--- config.mk ---
export PLATFORM = sky130hd
export DESIGN_NAME = serial_subtractor
export DESIGN_NICKNAME = d
export VERILOG_FILES = /design/src/rtl/serial_subtractor.sv
export SDC_FILE = /design/constraint.sdc
export NUM_CORES = 1
export LEC_CHECK = 0
export ABC_AREA = 1
export CAP_MARGIN = 15
export CORE_UTILIZATION = 30
export DETAILED_ROUTE_END_ITERATION = 8
export PLACE_DENSITY_LB_ADDON = 0.12
export SETUP_SLACK_MARGIN = 0.05
export SLEW_MARGIN = 20
export SYNTH_ARGS = -nofsm -noshare
export SYNTH_HDL_FRONTEND = slang
export SYNTH_SLANG_ARGS = --single-unit
--- constraint.sdc ---
create_clock -name clk -period 2.8 [get_ports clk]
set_input_delay 0.56 -clock clk [delete_from_list [all_inputs] [get_ports clk]]
set_output_delay 0.56 -clock clk [all_outputs]
set_load 0.005 [all_outputs]
--- src/rtl/serial_subtractor.sv ---
// Bit-serial a - b, LSB first, one bit per clock with a registered borrow.
// Define SERIAL_SUBTRACTOR_ADD_MODE_EN to add an op input selecting a + b.
module serial_subtractor #(
   parameter int WIDTH = 16
) (
   input  logic             clk,
   input  logic             reset_n,
   input  logic             start,
   input  logic [WIDTH-1:0] a,
   input  logic [WIDTH-1:0] b,
`ifdef SERIAL_SUBTRACTOR_ADD_MODE_EN
   input  logic             op,
`endif
   output logic             busy,
   output logic             done,
   output logic [WIDTH-1:0] diff,
   output logic             bout,
   output logic             ovf,
   output logic             zero
);

   localparam int CW = (WIDTH > 2) ? $clog2(WIDTH) : 1;
   localparam logic [CW-1:0] LAST = CW'(WIDTH - 1);

   typedef enum logic [1:0] {
      IDLE = 2'd0,
      RUN  = 2'd1,
      DONE = 2'd2
   } state_t;

   state_t           state_q, state_d;
   logic [WIDTH-1:0] a_q, a_d;
   logic [WIDTH-1:0] b_q, b_d;
   logic [WIDTH-1:0] diff_q, diff_d;
   logic [CW-1:0]    cnt_q, cnt_d;
   logic             br_q, br_d;
   logic             bout_q, bout_d;
   logic             ovf_q, ovf_d;
   logic             zero_q, zero_d;
   logic             op_q, op_d;
   logic             op_in;

   logic             ai, bi, bit_d, br_next, ovf_bit;
   logic [WIDTH-1:0] diff_sh;

`ifdef SERIAL_SUBTRACTOR_ADD_MODE_EN
   assign op_in = op;
`else
   assign op_in = 1'b0;
`endif

   always_ff @(posedge clk) begin
      if (!reset_n) begin
         state_q <= IDLE;
         a_q     <= '0;
         b_q     <= '0;
         diff_q  <= '0;
         cnt_q   <= '0;
         br_q    <= 1'b0;
         bout_q  <= 1'b0;
         ovf_q   <= 1'b0;
         zero_q  <= 1'b0;
         op_q    <= 1'b0;
      end else begin
         state_q <= state_d;
         a_q     <= a_d;
         b_q     <= b_d;
         diff_q  <= diff_d;
         cnt_q   <= cnt_d;
         br_q    <= br_d;
         bout_q  <= bout_d;
         ovf_q   <= ovf_d;
         zero_q  <= zero_d;
         op_q    <= op_d;
      end
   end

   // One full-subtractor (or full-adder) cell on the current LSBs
   always_comb begin
      ai      = a_q[0];
      bi      = b_q[0];
      bit_d   = ai ^ bi ^ br_q;
      br_next = (~ai & bi) | (~(ai ^ bi) & br_q);
      ovf_bit = (ai ^ bi) & (ai ^ bit_d);
      if (op_q) begin
         br_next = (ai & bi) | (ai & br_q) | (bi & br_q);
         ovf_bit = ~(ai ^ bi) & (ai ^ bit_d);
      end
      diff_sh = {bit_d, diff_q[WIDTH-1:1]};
   end

   always_comb begin
      state_d = state_q;
      a_d     = a_q;
      b_d     = b_q;
      diff_d  = diff_q;
      cnt_d   = cnt_q;
      br_d    = br_q;
      bout_d  = bout_q;
      ovf_d   = ovf_q;
      zero_d  = zero_q;
      op_d    = op_q;
      unique case (state_q)
         IDLE, DONE: begin
            state_d = IDLE;
            if (start) begin
               state_d = RUN;
               a_d     = a;
               b_d     = b;
               op_d    = op_in;
               br_d    = 1'b0;
               cnt_d   = '0;
            end
         end
         RUN: begin
            a_d    = {1'b0, a_q[WIDTH-1:1]};
            b_d    = {1'b0, b_q[WIDTH-1:1]};
            diff_d = diff_sh;
            br_d   = br_next;
            cnt_d  = cnt_q + CW'(1);
            // At the MSB the shifted-in bit completes the result
            if (cnt_q == LAST) begin
               state_d = DONE;
               bout_d  = br_next;
               ovf_d   = ovf_bit;
               zero_d  = ~|diff_sh;
            end
         end
         default: state_d = IDLE;
      endcase
   end

   assign busy = (state_q == RUN);
   assign done = (state_q == DONE);
   assign diff = diff_q;
   assign bout = bout_q;
   assign ovf  = ovf_q;
   assign zero = zero_q;

endmodule

==> results.md <==
* Reg area at 1160 um2
* Layout area overhead at 28.0%
* Router iterations before antenna repair at 4
* Netlist cell types at 27
* Layout fillers at 917
* Routed vias/inst at 4.54
* Worst-path maximum fanout at 34
* Die ar. at 9090 um2
* Fin crit period at 2.14 ns
* Count of buffers from port buffering at 55
* Hold Path Class: register to register
* Pleak at 1.37 nW
* Die height at 95.4 um
* Startpoint types: register
* Crit. End Element: primary output
* First-pass GRT wire length at 9.38 mm
* Hold buffers post-CTS at 0
* Ys Warns at 0
* Inserted Clock Buffers at 9
* Part of the Yosys area used for sequential elements at 44.4%
* Num rows at 33
* FF-to-FF setup slack at 1.04 ns
* Number of post-CTS setup repair buffers at 0
* Synth Cell Area at 2620 um2
* Antenna violations before repair at 0
* Clock Latency Late Sink at 0.32 ns
* DR WL/cell at 11.5 um
* Final Skew at 0.00343 ns
* Chip Width at 95.4 um
* Remaining antenna violation count at 0
* Final hold vios at 0
* DRC Markers at 0
* Worst Max-Slew Pin Slew at 0.572 ns
* Synth Net Count at 388
* Critical Path RT at 2.24 ns
* Dpl cell area at 3180 um2
* Hold slack at 0.465 ns
* Core Util, Final at 40.1%
* Largest net degree at the start of global routing at 53
* Ant diodes at 0
* Arrival time at the worst endpoint at 1.58 ns
* Peak VDD IR at 0.178 mV
* Average cell area after synthesis at 7.47 um2
* Synth Register Bits at 58
* Global route total overflow at 0
* DR vias at 2311
* Cells after synthesis at 350
* Final Cell Area at 3350 um2
* Post-CTS sizing at 0
* Headroom to the max-slew limit at 61.8%
* Total number of H-tree levels at 3
* Pwr dens at 569 nW/um2
* Max-slew violations at 0
* Total Routing Usage GR at 13.7%
* Type of the worst setup path: register to primary output
* Vias in the first global route at 2004
* Core ar. at 8340 um2
* FMAX at 468 MHz
* Total Nets Final at 437
* Initial Util at 31.4%
* HPWL Detailed at 3.75 mm
* Multi-input logic area at 1270 um2
* RSZ-0062 raised after global routing: no
* Share of layout cells above drive strength 1 at 13.6%
* Placer congestion estimate at 0.711
* WL final at 5.85 mm
* CTS Root Cell: clkbuf_8
* Num Clock Sinks at 58
* Setup_tns at 0 ns
* DRT iter0 DRCs at 90
* Final setup violation count at 0
* CTS tree: yes
* IO Pins at 56
* Tcrit/Tclk final at 76.3%
* Max clock buf depth at 2
* CTS clk-pin slew, worst paths at 0.06 ns
* MaxCap Viol Count at 0
* Status: complete, no violations
-- path summary, 6_finish.rpt --
| path | from | cells after the start | to |
|---|---|---|---|
| min reg2reg | a_q[15]$_SDFFE_PN0P_ | 2 | a_q[15]$_SDFFE_PN0P_ |
| max reg2reg | state_q[0]$_SDFFE_PN0P_ | 7 | zero$_SDFFE_PN0P_ |
| min | a_q[15]$_SDFFE_PN0P_ | 2 | a_q[15]$_SDFFE_PN0P_ |
| max | state_q[0]$_SDFFE_PN0P_ | 3 | busy |
-- area by class of cell --
class	instances	area share [%]
Multi-Input combinational cell	263	38.0
Sequential cell	58	34.7
Timing Repair Buffer	59	17.3
Clock buffer	13	4.45
Tap cell	105	3.93
Inverter	8	1.12
Clock inverter	3	0.449
-- through the flow --
stage | power (mW) | worst slack, ns | cells
global route | 2.01 | 0.560 | 509
global placement | 1.28 | 0.848 | 493
CTS | 1.94 | 0.622 | 509
finish | 1.90 | 0.665 | 509
detailed placement | 1.28 | 0.831 | 493
floorplan | 1.16 | 1.35 | 350
-- cell usage in the layout, fill, tap and decap left out, types with 10 or more instances in the layout --
cell type         n
nand2_1          79
o21ai_0          18
a21oi_1          24
clkbuf_8         10
nor2_2           10
clkdlybuf4s50_1  55
dfxtp_1          58
nor2_1           67
nand3_1          35
a21oi_2          15
-- layer usage --
layer	vias to the layer above	part of all wire, %	global-route usage (%)
met4	0	0.79	6.06
met2	41	46	22.0
met3	4	4.1	4.15
met1	1036	49	16.8
met5	-	0	0
li1	1230	-	-
-- sequential cells by signal, indices dropped and copies added, names as in the netlist --
| name | cells |
|---|---|
| a_q | 16 |
| b_q | 16 |
| diff | 16 |
| cnt_q | 4 |
| state_q | 2 |
| bout | 1 |
| br_q | 1 |
| ovf | 1 |
| zero | 1 |
-- Yosys cell counts (all sizes together) --
library cell  number  area, um2
clkbuf             5       20.0
ha                 2       25.0
fa                 1       20.0
buf               16        124
nand3             35        175
inv                8       37.5
nand3b             1       7.51
a21oi             39        252
o21ai             19       95.1
nor2              78        334
dfxtp             58       1160
nand2             87        357
a211oi             1       7.51
-- logic make-up after synthesis --
family | count (synthesis) | share of synthesized area (%)
AND/OR/NAND/NOR | 201 | 33.4
flip-flops | 58 | 44.4
buffers and inverters | 29 | 6.94
AO/OA/AOI/OAI | 59 | 13.5
adder cells (fa/ha/maj) | 3 | 1.72
-- worst max-delay path: stages (launching register included) --
cell,delay [ns]
dfxtp_1,0.43
inv_4,0.20
nor2_8,0.12
clkdlybuf4s50_1,0.50
-- power by group --
group | internal [mW] | switching [mW]
combinational | 0.157 | 0.176
clock | 0.341 | 0.305
sequential | 0.882 | 0.0413
total | 1.38 | 0.523
No activity file was read; power rests on OpenSTA's default activity.
